===== config.mk =====
export PLATFORM = sky130hd
export DESIGN_NAME = dac_ramp_ctrl_flat
export DESIGN_NICKNAME = d
export VERILOG_FILES = /design/src/rtl/dac_ramp_if.sv /design/src/rtl/dac_ramp_ctrl.sv /design/src/flat_wrapper.sv
export SDC_FILE = /design/constraint.sdc
export NUM_CORES = 1
export LEC_CHECK = 0
export ABC_AREA = 0
export CORE_UTILIZATION = 45
export DETAILED_ROUTE_END_ITERATION = 16
export PLACE_DENSITY_LB_ADDON = 0.05
export SYNTH_ARGS = -nofsm -noshare
export SYNTH_HDL_FRONTEND = slang
export SYNTH_SLANG_ARGS = --single-unit

===== constraint.sdc =====
create_clock -name clk -period 11.05 [get_ports clk]
set_input_delay 2.21 -clock clk [delete_from_list [all_inputs] [get_ports clk]]
set_output_delay 2.21 -clock clk [all_outputs]
set_load 0.005 [all_outputs]

===== src/rtl/dac_ramp_if.sv =====
// -----------------------------------------------------------------------------
// dac_ramp_if
// Request bundle between setpoint requesters and dac_ramp_ctrl.
//   req_valid [NREQ]        : per-requester request valid (held until ready)
//   req_data  [NREQ*WIDTH]  : per-requester target code, requester i in
//                             bits [i*WIDTH +: WIDTH]
//   req_ready [NREQ]        : per-requester accept strobe from the controller
// master = requester side, slave = controller side.
// -----------------------------------------------------------------------------
interface dac_ramp_if #(
    parameter int WIDTH = 8,
    parameter int NREQ  = 2
);
    logic [NREQ-1:0]       req_valid;
    logic [NREQ*WIDTH-1:0] req_data;
    logic [NREQ-1:0]       req_ready;

    modport master (
        output req_valid,
        output req_data,
        input  req_ready
    );

    modport slave (
        input  req_valid,
        input  req_data,
        output req_ready
    );
endinterface


===== src/rtl/dac_ramp_ctrl.sv =====
// -----------------------------------------------------------------------------
// dac_ramp_ctrl
// Slew-limited setpoint controller in front of the delta-sigma dac. Accepts one
// target code at a time from NREQ requesters (round-robin), then walks the DAC
// code toward it by step_l every div_l+1 clocks, pulsing done on arrival.
// Ports:
//   clk, rst  : clock, asynchronous active-high reset
//   req_if    : requester bundle (slave side): req_valid/req_data/req_ready
//   div       : prescaler, one ramp tick every div+1 clocks (latched on accept)
//   step      : code increment per tick, 0 behaves as 1 (latched on accept)
//   dac_data  : code driven to the dac data input
//   busy      : high while a request is being serviced (RAMP or DONE)
//   done      : one-cycle pulse when the ramp reaches its target
//   grant_id  : index of the most recently accepted requester
// -----------------------------------------------------------------------------
module dac_ramp_ctrl #(
    parameter int WIDTH     = 8,
    parameter int NREQ      = 2,
    parameter int DIV_WIDTH = 16,
    localparam int GID_W    = (NREQ > 1) ? $clog2(NREQ) : 1
) (
    input  logic                 clk,
    input  logic                 rst,
    dac_ramp_if.slave            req_if,
    input  logic [DIV_WIDTH-1:0] div,
    input  logic [WIDTH-1:0]     step,
    output logic [WIDTH-1:0]     dac_data,
    output logic                 busy,
    output logic                 done,
    output logic [GID_W-1:0]     grant_id
);

    typedef enum logic [1:0] {
        ST_IDLE,
        ST_RAMP,
        ST_DONE
    } state_t;

    state_t               state_reg;
    logic [GID_W-1:0]     rr_ptr_reg;
    logic [DIV_WIDTH-1:0] cnt_reg;
    logic [DIV_WIDTH-1:0] div_l_reg;
    logic [WIDTH-1:0]     step_l_reg;
    logic [WIDTH-1:0]     target_reg;
    logic [WIDTH-1:0]     dac_data_reg;
    logic [GID_W-1:0]     grant_id_reg;

    // ---------------------------------------------------------------------
    // Round-robin search. Requests are rotated so that offset 0 is rr_ptr;
    // the lowest set bit of the rotated vector is the winner.
    // ---------------------------------------------------------------------
    logic [WIDTH-1:0] req_word  [NREQ];
    logic [GID_W-1:0] cand_idx  [NREQ];
    logic [NREQ-1:0]  rot_valid;
    logic [NREQ-1:0]  first_hit;
    logic [GID_W-1:0] pick_idx;
    logic [GID_W-1:0] rr_next;
    logic             req_found;
    logic             grant_fire;

    generate
        for (genvar gi = 0; gi < NREQ; gi++) begin : g_req
            assign req_word[gi]  = req_if.req_data[gi*WIDTH +: WIDTH];
            assign cand_idx[gi]  = GID_W'((int'(rr_ptr_reg) + gi) % NREQ);
            assign rot_valid[gi] = req_if.req_valid[cand_idx[gi]];
            // Ready is combinational from the search and only ever in IDLE.
            assign req_if.req_ready[gi] = grant_fire && (pick_idx == GID_W'(gi));
        end
    endgenerate

    // Isolate the lowest set bit (x & -x): exactly one winner.
    assign first_hit  = rot_valid & (~rot_valid + NREQ'(1));
    assign req_found  = |rot_valid;
    assign grant_fire = !rst && (state_reg == ST_IDLE) && req_found;

    always_comb begin
        pick_idx = '0;
        for (int o = 0; o < NREQ; o++) begin
            if (first_hit[o]) begin
                pick_idx = pick_idx | cand_idx[o];
            end
        end
    end

    assign rr_next = (pick_idx == GID_W'(NREQ - 1)) ? '0 : pick_idx + GID_W'(1);

    // ---------------------------------------------------------------------
    // Tick arithmetic: signed distance in WIDTH+1 bits so it never wraps.
    // A full step is only taken when the distance exceeds it, so the
    // add/subtract below cannot overshoot or wrap.
    // ---------------------------------------------------------------------
    logic signed [WIDTH:0] diff;
    logic [WIDTH:0]        mag;
    logic [WIDTH-1:0]      tick_next;

    always_comb begin
        diff = $signed({1'b0, target_reg}) - $signed({1'b0, dac_data_reg});
        mag  = diff[WIDTH] ? $unsigned(-diff) : $unsigned(diff);
        if (mag <= {1'b0, step_l_reg}) begin
            tick_next = target_reg;
        end else if (diff[WIDTH]) begin
            tick_next = dac_data_reg - step_l_reg;
        end else begin
            tick_next = dac_data_reg + step_l_reg;
        end
    end

    // ---------------------------------------------------------------------
    // Control FSM
    // ---------------------------------------------------------------------
    always_ff @(posedge clk or posedge rst) begin
        if (rst) begin
            state_reg    <= ST_IDLE;
            rr_ptr_reg   <= '0;
            cnt_reg      <= '0;
            div_l_reg    <= '0;
            step_l_reg   <= '0;
            target_reg   <= '0;
            dac_data_reg <= '0;
            grant_id_reg <= '0;
        end else begin
            case (state_reg)
                ST_IDLE: begin
                    if (req_found) begin
                        target_reg   <= req_word[pick_idx];
                        div_l_reg    <= div;
                        step_l_reg   <= (step == '0) ? WIDTH'(1) : step;
                        grant_id_reg <= pick_idx;
                        rr_ptr_reg   <= rr_next;
                        cnt_reg      <= '0;
                        state_reg    <= ST_RAMP;
                    end
                end
                ST_RAMP: begin
                    // Arrival check takes priority over a tick, so a
                    // zero-distance request leaves after one RAMP cycle.
                    if (dac_data_reg == target_reg) begin
                        state_reg <= ST_DONE;
                    end else if (cnt_reg == div_l_reg) begin
                        cnt_reg      <= '0;
                        dac_data_reg <= tick_next;
                    end else begin
                        cnt_reg <= cnt_reg + DIV_WIDTH'(1);
                    end
                end
                ST_DONE: begin
                    state_reg <= ST_IDLE;
                end
                default: begin
                    state_reg <= ST_IDLE;
                end
            endcase
        end
    end

    assign dac_data = dac_data_reg;
    assign grant_id = grant_id_reg;
    assign busy     = (state_reg != ST_IDLE);
    assign done     = (state_reg == ST_DONE);

endmodule


===== src/flat_wrapper.sv =====
// flat-port wrapper written by rule: the top's interface ports become plain ports
module dac_ramp_ctrl_flat 
#(
    parameter int WIDTH     = 8,
    parameter int NREQ      = 2,
    parameter int DIV_WIDTH = 16,
    localparam int GID_W    = (NREQ > 1) ? $clog2(NREQ) : 1
)
  (clk, rst, div, step, dac_data, busy, done, grant_id, req_if_req_valid, req_if_req_data, req_if_req_ready);
  dac_ramp_if #(.WIDTH(WIDTH), .NREQ(NREQ)) req_if_i ();
  input  logic clk;
  input  logic rst;
  input  logic [DIV_WIDTH-1:0] div;
  input  logic [WIDTH-1:0] step;
  output logic [WIDTH-1:0] dac_data;
  output logic busy;
  output logic done;
  output logic [GID_W-1:0] grant_id;
  input wire logic [$bits(req_if_i.req_valid)-1:0] req_if_req_valid;
  input wire logic [$bits(req_if_i.req_data)-1:0] req_if_req_data;
  output wire logic [$bits(req_if_i.req_ready)-1:0] req_if_req_ready;
  assign req_if_i.req_valid = req_if_req_valid;
  assign req_if_i.req_data = req_if_req_data;
  assign req_if_req_ready = req_if_i.req_ready;
  dac_ramp_ctrl #(.WIDTH(WIDTH), .NREQ(NREQ), .DIV_WIDTH(DIV_WIDTH)) u_core (.clk(clk), .rst(rst), .req_if(req_if_i), .div(div), .step(step), .dac_data(dac_data), .busy(busy), .done(done), .grant_id(grant_id));
endmodule

==> impl_metrics.json, run 1 <==
{
  "status": "complete, no violations",
  "num_vias": 3356,
  "synthDistinctLibCells": 49,
  "path_clk_slew_ps": 60,
  "r2r_setup_slack_ps": 6390,
  "syn_inst": 461,
  "cts_sinks": 60,
  "finClkSkew_ps": 10.0,
  "critPathMaxFanout": 31,
  "ir_drop_mv": 0.172,
  "cpMaxStageDelayCell": "nor2_2",
  "dr.pass1.iters": 4,
  "worst_slew_pin_slew_ps": 1110,
  "synth_ff_type": "dfrtp_1",
  "antenna_left": 0,
  "rsz0062_at_grt": "false",
  "cts_tree": "built",
  "synth_top_cell_by_area": "dfrtp_1",
  "required_ps": 8840,
  "synth_edf_count": 0,
  "syn_area_um2": 3970,
  "ys_ff_latch": 60,
  "fp.dieW_um": 95.9,
  "n_antenna_cell": 0,
  "drt-wirelength-per-cell_um": 14.7,
  "critical-path-max-stage-delay_ps": 830,
  "cts_resized": 0,
  "cts_setup_buffers": 0,
  "crit_chain": "clkdlybuf4s50_1, nor2_1, nor2_2, and3_1, clkdlybuf4s50_1",
  "clock_latency_ps": 340,
  "yosys_warnings": 0,
  "io_buffer_count": 56,
  "hold_path.startpoint": "u_core.grant_id",
  "nFillCells": 757,
  "maxCapViolCount": 0,
  "syn_nets": 533,
  "timing.fmax_ghz": 0.151,
  "leakage_nw": 2.19,
  "synthArstFlopShare_pct": 100,
  "startpoint": "req_if_req_valid[0]",
  "initial_core_util_pct": 47.3,
  "period_share_pct": 60.1,
  "period_minus_slack_ps": 6640,
  "min_path_type": "register to register",
  "num-nets-final": 588,
  "grt_pass1_vias": 3233,
  "dpl.hpwl_mm": 6.95,
  "hold_path_end": "u_core.grant_id",
  "fp.coreArea_um2": 8380,
  "synth_top_cell_area_share_pct": 37.9,
  "routed_wl_mm": 9.21,
  "root_buffer": "clkbuf_8",
  "seq_area_frac_synth_pct": 37.9,
  "pin_count": 57,
  "setup_viol": 0,
  "cts_buffers": 9,
  "synth_area_leaders": "dfrtp_1 (38%), ha_1 (8.2%), nand2_1 (8.0%)",
  "crit_top_cell": "clkdlybuf4s50_1",
  "ctsHoldBuffers": 0,
  "cpLargestDelayFamily": "simple AND/OR/NAND/NOR gates",
  "critPathArrivalTime_ps": 4430,
  "path_buf_inv": 2,
  "r2r_start": "u_core.target_reg[0]",
  "track_usage_pct": 22.4,
  "grt_pass1_wl_mm": 15.5,
  "area_growth_pct": 21.1,
  "htreeDepth": 3,
  "drive_above_1_share_pct": 4.99,
  "antenna_found_initial": 0,
  "overflow": 0,
  "vias_per_cell": 5.36,
  "rr_worst_depth": 17,
  "hold_viol_final": 0,
  "die_area_um2": 9190,
  "syn_avg_cell_area_um2": 8.60,
  "endpoint_kind": "output port",
  "hold_ws_ps": 488,
  "placedCellCount": 610,
  "route.detailed.drc": 0,
  "whs_path_depth": 2,
  "fp-row-count": 33,
  "grt_max_degree": 62,
  "gp_congestion": 0.863,
  "tns_ps": 0,
  "max_slew_margin_pct": 26.0,
  "slew_violations": 0,
  "crit_type": "primary input to output port",
  "drtIter0Drc": 146,
  "r2r_end": "u_core.dac_data[7]",
  "power.density_nw_per_um2": 325,
  "worst_setup_path_start_kind": "primary input",
  "finalNonFillerCells": 626,
  "die_height_um": 95.9,
  "cts.path.max_buffers": 2
}
[cell usage in the layout (no fill, tap or decap), types with 3 or more instances in the layout]
| master | count |
|---|---|
| nand2_1 | 84 |
| dfrtp_1 | 60 |
| clkdlybuf4s50_1 | 56 |
| o21ai_0 | 38 |
| nor2_1 | 28 |
| inv_1 | 27 |
| ha_1 | 26 |
| xor2_1 | 25 |
| xnor2_1 | 25 |
| a21oi_1 | 16 |
| nand3_1 | 15 |
| nor2b_1 | 9 |
| mux2i_1 | 9 |
| clkbuf_8 | 9 |
| nand4_1 | 8 |
| nor3_1 | 8 |
| a31oi_1 | 7 |
| nor4_1 | 6 |
| and3_1 | 5 |
| a21o_1 | 5 |
| o31ai_1 | 4 |
| o211ai_1 | 3 |
| clkinv_2 | 3 |
[per-layer routing]
metal / global-route usage [%] / part of all wire, % / vias to the layer above
met2: 33.8 / 42 / 91
met4: 6.47 / 1.2 / 0
li1: - / - / 1704
met5: 0 / 0 / -
met3: 5.21 / 6.2 / 11
met1: 32.0 / 50 / 1550
[cell usage after synthesis (2+ instances only)]
cell,instances
o211ai_1,3
and2_1,2
xor2_1,25
nand3_1,15
nor2b_1,9
clkbuf_1,13
or4_1,2
fa_1,2
o21bai_1,2
xnor2_1,25
inv_1,28
a21o_1,5
mux2i_1,9
o21ai_0,39
or2_2,2
nor2_1,29
nor4_1,6
a41oi_1,2
a31oi_1,7
nor3_1,8
or3_1,2
dfrtp_1,60
and3_1,5
nand4_1,8
o31ai_1,4
ha_1,26
a211oi_1,2
a21oi_1,16
nand2_1,84
nand2b_1,2
[metrics by stage]
stage          setup slack [ps]  power [mW]  utilization (%)  instance area [um^2]
3_5_place_dp               4390        1.37             55.1                  4620
5_1_grt                    4230        1.73             57.3                  4800
3_3_place_gp               4410        1.34             55.1                  4620
6_report                   4410        1.56             57.3                  4800
4_1_cts                    4380        1.56             57.3                  4800
2_1_floorplan              5030        1.12                -                  3970
[tightest hold or removal path: cells and delay by family, from the launching register on]
family	cells	cell delay, ps
flops	1	350
simple gates	1	50
compound gates	1	60
[cell type report]
type	count	area [um^2]	area share, %
Sequential cell	60	1500	31.3
Timing Repair Buffer	58	576	12.0
Multi-Input combinational cell	358	2300	47.9
Clock buffer	11	131	2.74
Inverter	29	109	2.27
Tap cell	105	131	2.74
Clock inverter	5	52.6	1.09
[where the power goes]
group | switching (mW) | internal [mW] | total (mW) | leakage (nW)
sequential | 0.0736 | 0.295 | 0.369 | 0.772
clock | 0.0837 | 0.103 | 0.187 | 0.0931
combinational | 0.586 | 0.422 | 1.01 | 1.33
total | 0.743 | 0.820 | 1.56 | 2.19
[kinds of logic (layout without fill, tap and decap cells)]
logic type	after synthesis	in the layout	share of synthesized area [%]
mux	9	9	2.27
simple gates	180	180	21.2
fa+ha+maj	28	28	9.21
compound gates	91	91	14.1
buf+inv	43	103	4.26
flops	60	60	37.9
xor+xnor	50	50	11.0
[how the worst max path moves through the flow]
| stage | end | slack (ps) | cells past startpoint |
|---|---|---|---|
| 6_report | req_if_req_ready[0] | 4410 | 5 |
| 5_1_grt | req_if_req_ready[0] | 4230 | 5 |
| 4_1_cts | req_if_req_ready[0] | 4380 | 5 |
| 3_5_place_dp | req_if_req_ready[0] | 4390 | 5 |
| 3_3_place_gp | req_if_req_ready[0] | 4410 | 5 |
| 2_1_floorplan | req_if_req_ready[0] | 5030 | 2 |
Note: power is estimated with default switching activity, not from simulation.
==> run 2: changes to the inputs <==
==> constraint.sdc (replaced) <==
create_clock -name clk -period 6.55 [get_ports clk]
set_input_delay 1.31 -clock clk [delete_from_list [all_inputs] [get_ports clk]]
set_output_delay 1.31 -clock clk [all_outputs]
set_load 0.005 [all_outputs]
==> run 2 against run 1 <==
  * Wire length increased by 2.5%
  * Total power increased by 73%
  * Critical path type unchanged
  * Highest routed layer unchanged
  * Combinational power increased by 68%
==> impl_metrics.json, run 2 (synthesis results as in run 1) <==
{
  "critical-path-max-stage-delay_ps": 750,
  "rr_worst_depth": 17,
  "power.density_nw_per_um2": 557,
  "required_ps": 5240,
  "use_met3_pct": 5.92,
  "routed_wl_mm": 9.44,
  "num_vias": 3392,
  "track_usage_pct": 23.0,
  "maxCapViolCount": 0,
  "hold_path.startpoint": "u_core.grant_id",
  "r2r_setup_slack_ps": 2000,
  "die_height_um": 95.9,
  "max_slew_margin_pct": 34.5,
  "r2r_end": "u_core.dac_data[4]",
  "vias_per_cell": 5.41,
  "period_share_pct": 72.2,
  "pin_count": 57,
  "period_minus_slack_ps": 4730,
  "ir_drop_mv": 0.330,
  "dpl.hpwl_mm": 7.00,
  "leakage_nw": 2.21,
  "cts_sinks": 60,
  "cts_tree": "built",
  "die_area_um2": 9190,
  "route.detailed.drc": 0,
  "grt_busiest_layer": "met2",
  "min_path_type": "register to register",
  "grt_pass1_wl_mm": 16.0,
  "num-nets-final": 589,
  "fp-row-count": 33,
  "cts_setup_buffers": 0,
  "cts.path.max_buffers": 2,
  "endpoint": "req_if_req_ready[0]",
  "slew_violations": 0,
  "timing.fmax_ghz": 0.211,
  "cpLargestDelayFamily": "buffers and inverters",
  "use_met1_pct": 32.4,
  "status": "complete, no violations",
  "gp_congestion": 0.831,
  "crit_top_cell": "clkdlybuf4s50_1",
  "critPathMaxFanout": 11,
  "io_buffer_count": 56,
  "drtIter0Drc": 209,
  "fp.coreArea_um2": 8380,
  "overflow": 0,
  "grt_pass1_vias": 3337,
  "finalPower_mw": 2.70,
  "worst_slew_pin_slew_ps": 975,
  "worst_setup_path_start_kind": "primary input",
  "ctsHoldBuffers": 0,
  "startpoint": "req_if_req_valid[0]",
  "cts_buffers": 9,
  "root_buffer": "clkbuf_8",
  "drive_above_1_share_pct": 5.17,
  "r2r_start": "u_core.target_reg[0]",
  "critPathArrivalTime_ps": 3420,
  "initial_core_util_pct": 47.3,
  "cpMaxStageDelayCell": "o21ai_1",
  "path_clk_slew_ps": 60,
  "endpoint_kind": "output port",
  "layout_common_cells": "nand2_1 (84), dfrtp_1 (60), clkdlybuf4s50_1 (56)",
  "fp.dieW_um": 95.9,
  "hold_viol_final": 0,
  "cp_num_cells": 5,
  "clock_latency_ps": 350,
  "htreeDepth": 3,
  "drt-wirelength-per-cell_um": 15.1,
  "cts_resized": 0,
  "finClkSkew_ps": 12.4,
  "grt_max_degree": 61,
  "crit_type": "primary input to output port",
  "antenna_found_initial": 0,
  "mostFrequentLayoutCell": "nand2_1",
  "crit_chain": "clkdlybuf4s50_1, inv_1, o21ai_1, and3_1, clkdlybuf4s50_1",
  "antenna_left": 0,
  "rsz0062_at_grt": "false",
  "n_antenna_cell": 0,
  "dr.pass1.iters": 4,
  "use_met2_pct": 34.9,
  "setup_viol": 0,
  "tns_ps": 0,
  "area_growth_pct": 22.2,
  "path_buf_inv": 3
}
[run 2: cell count changes in the layout (fill, tap and decap cells not counted)]
| cell | previous run | this run |
|---|---|---|
| clkinv_2 | 3 | 1 |
| bufinv_16 | 1 | 2 |
| clkbuf_8 | 9 | 10 |
| buf_4 | 2 | 3 |
[run 2: power breakdown]
group	switching [mW]	total [mW]	internal, mW
registers	0.124	0.622	0.498
clock network	0.154	0.379	0.224
logic	0.983	1.70	0.716
total	1.26	2.70	1.44
[run 2: routing by layer]
| layer | vias to the layer above | wire [um] | share of wire [%] |
|---|---|---|---|
| met4 | 0 | 125 | 1.3 |
| met1 | 1598 | 4750 | 50 |
| met5 | - | 0 | 0 |
| met2 | 79 | 4080 | 43 |
| li1 | 1704 | - | - |
| met3 | 11 | 485 | 5.1 |
[run 2: worst min-delay path by stage]
stage,slack (ps),end,depth (start not counted)
finish,490,u_core.grant_id,2
global route,520,u_core.div_l_reg[15],2
CTS,500,u_core.grant_id,2
detailed placement,480,u_core.grant_id,2
global placement,470,u_core.grant_id,2
floorplan,440,u_core.rr_ptr_reg,1
[run 2: cell type report]
type	count	area [um^2]
clock buffers	12	145
clock inverters	4	72.6
fillers	775	3540
inverters	29	109
multi-input cells	358	2300
flip-flops and latches	60	1500
well taps	105	131
repair buffers	59	583
[run 2: tightest hold or removal path, cell delays in order, from the launching register on]
cell and delay (ps):
dfrtp_1 350, nand2_1 40, o21ai_0 60
[run 2: per-stage QoR]
step / setup slack [ps] / cell area (um^2) / util (%) / hold WS [ps] / instances
3_5_place_dp: 1810 / 4630 / 55.2 / 483 / 611
2_1_floorplan: 2330 / 3970 / - / 445 / 461
6_report: 1820 / 4840 / 57.8 / 490 / 627
5_1_grt: 1580 / 4840 / 57.8 / 522 / 627
3_3_place_gp: 1830 / 4630 / 55.2 / 465 / 611
4_1_cts: 1810 / 4840 / 57.8 / 499 / 627
==> run 3: changes to the inputs <==
==> constraint.sdc (replaced) <==
create_clock -name clk -period 3.85 [get_ports clk]
set_input_delay 0.77 -clock clk [delete_from_list [all_inputs] [get_ports clk]]
set_output_delay 0.77 -clock clk [all_outputs]
set_load 0.005 [all_outputs]
==> run 3 against run 2 <==
  * First-iteration DRC count down 38%
  * Largest power group unchanged
  * Core utilization up 3.2 points
  * Critical path type is now register to register
  * Wire length up 5.5%
  * Highest routed layer unchanged
==> impl_metrics.json, run 3 (synthesis results as in run 1) <==
{
  "status": "complete, no violations",
  "n_antenna_cell": 0,
  "drive_above_1_share_pct": 11.6,
  "final_area_um2": 5110,
  "leakage_nw": 2.33,
  "finalNonFillerCells": 648,
  "antenna_found_initial": 0,
  "num-nets-final": 610,
  "root_buffer": "clkbuf_8",
  "dr.pass1.iters": 4,
  "initial_core_util_pct": 47.3,
  "route.detailed.drc": 0,
  "mostFrequentLayoutCell": "nand2_1",
  "maxCapViolCount": 0,
  "ir_drop_mv": 0.665,
  "track_usage_pct": 23.5,
  "fp.dieW_um": 95.9,
  "place_area_um2": 4750,
  "p_clk_share_pct": 12.2,
  "crit_type": "register to register",
  "worst_slew_pin_slew_ps": 774,
  "layout_common_cells": "nand2_1 (84), dfrtp_1 (60), clkdlybuf4s50_1 (56)",
  "die_area_um2": 9190,
  "finClkSkew_ps": 9.29,
  "timing.fmax_ghz": 0.273,
  "period_minus_slack_ps": 3660,
  "grt_pass1_wl_mm": 16.2,
  "path_clk_slew_ps": 70,
  "fp.coreArea_um2": 8380,
  "required_ps": 4110,
  "comb_power_share_pct": 67.7,
  "min_path_type": "register to register",
  "critPathArrivalTime_ps": 3920,
  "endpoint_kind": "register",
  "internal-power_mw": 2.80,
  "routed_wl_mm": 9.96,
  "gp_congestion": 0.947,
  "io_buffer_count": 56,
  "drtIter0Drc": 129,
  "htreeDepth": 3,
  "p_sw_share_pct": 46.7,
  "period_share_pct": 95.0,
  "critPathMaxFanout": 8,
  "cts_tree": "built",
  "ctsHoldBuffers": 0,
  "setup_viol": 0,
  "p_sw_mw": 2.45,
  "num_vias": 3520,
  "power.density_nw_per_um2": 1030,
  "worst_setup_path_start_kind": "register",
  "area_growth_pct": 28.8,
  "cts_buffers": 9,
  "dpl.hpwl_mm": 7.29,
  "clock_latency_ps": 340,
  "overflow": 0,
  "max_slew_margin_pct": 48.4,
  "cts_sinks": 60,
  "fp-row-count": 33,
  "drt-wirelength-per-cell_um": 15.4,
  "cts.path.max_buffers": 2,
  "vias_per_cell": 5.43,
  "placedCellCount": 628,
  "antenna_left": 0,
  "grt_pass1_vias": 3287,
  "hold_ws_ps": 488,
  "die_height_um": 95.9,
  "hold_viol_final": 0,
  "pin_count": 57,
  "grt_max_degree": 61,
  "nFillCells": 748,
  "p_seq_share_pct": 20.0,
  "slew_violations": 0
}
==> run 3: worst paths after layout <==
kind,endpoint,cells past startpoint,startpoint,slack [ps]
max reg2reg,u_core.dac_data[5],14,u_core.target_reg[4],190
min,u_core.rr_ptr_reg,1,u_core.rr_ptr_reg,490
min reg2reg,u_core.rr_ptr_reg,1,u_core.rr_ptr_reg,490
max in group asynchronous,u_core.div_l_reg[1],3,rst,2320
max,u_core.dac_data[5],14,u_core.target_reg[4],190
min in group asynchronous,u_core.target_reg[7],3,rst,1010
==> run 3: power groups by stage <==
stage | Combinational, mW | Clock [mW] | Sequential (mW)
6_report | 3.55 | 0.642 | 1.05
5_1_grt | 3.91 | 0.678 | 1.08
4_1_cts | 3.09 | 0.653 | 1.05
3_5_place_dp | 3.03 | 0 | 1.06
3_3_place_gp | 2.98 | 0 | 1.06
2_1_floorplan | 2.21 | 0 | 1.00
==> run 3: area by class of cell <==
class,count,area [um^2],area share (%)
Timing Repair Buffer,80,741,14.5
Multi-Input combinational cell,358,2410,47.1
Inverter,29,109,2.13
Clock inverter,4,72.6,1.42
Tap cell,105,131,2.57
Clock buffer,12,145,2.84
Sequential cell,60,1500,29.4
==> run 3: stage by stage <==
stage          util [%]  power, mW  setup WS, ps  setup TNS, ps
3_3_place_gp       56.7       4.03          5.85              0
2_1_floorplan         -       3.21          39.0              0
6_report           60.9       5.25           191              0
3_5_place_dp       56.7       4.09          -134           -733
4_1_cts            59.4       4.79          16.7              0
5_1_grt            60.9       5.67         -12.9          -28.7
==> run 3: routing by layer <==
metal,track usage (%),routed length [um],up-vias
li1,-,-,1744
met5,0,0,-
met3,5.37,548,11
met2,35.0,4430,106
met4,7.21,116,0
met1,33.6,4860,1659
==> run 3: worst max-delay path, cell delays in order, from the launching register on <==
cell	delay, ps
dfrtp_1	400
ha_1	360
nor2b_1	170
a221oi_2	240
o211ai_1	190
or4_1	550
o21ai_1	150
xor2_1	80
ha_1	360
nand2_1	110
nor2_4	150
a221oi_4	100
a41oi_4	360
o21ai_0	170
a31oi_1	190
==> run 3: repair_timing <==
action | in CTS | in global routing
pin swaps | 0 | 6
endpoints found under the hold margin | 0 | 0
endpoints found under the setup margin | 8 | 8
buffers inserted | 0 | 4
resized for setup | 2 | 21
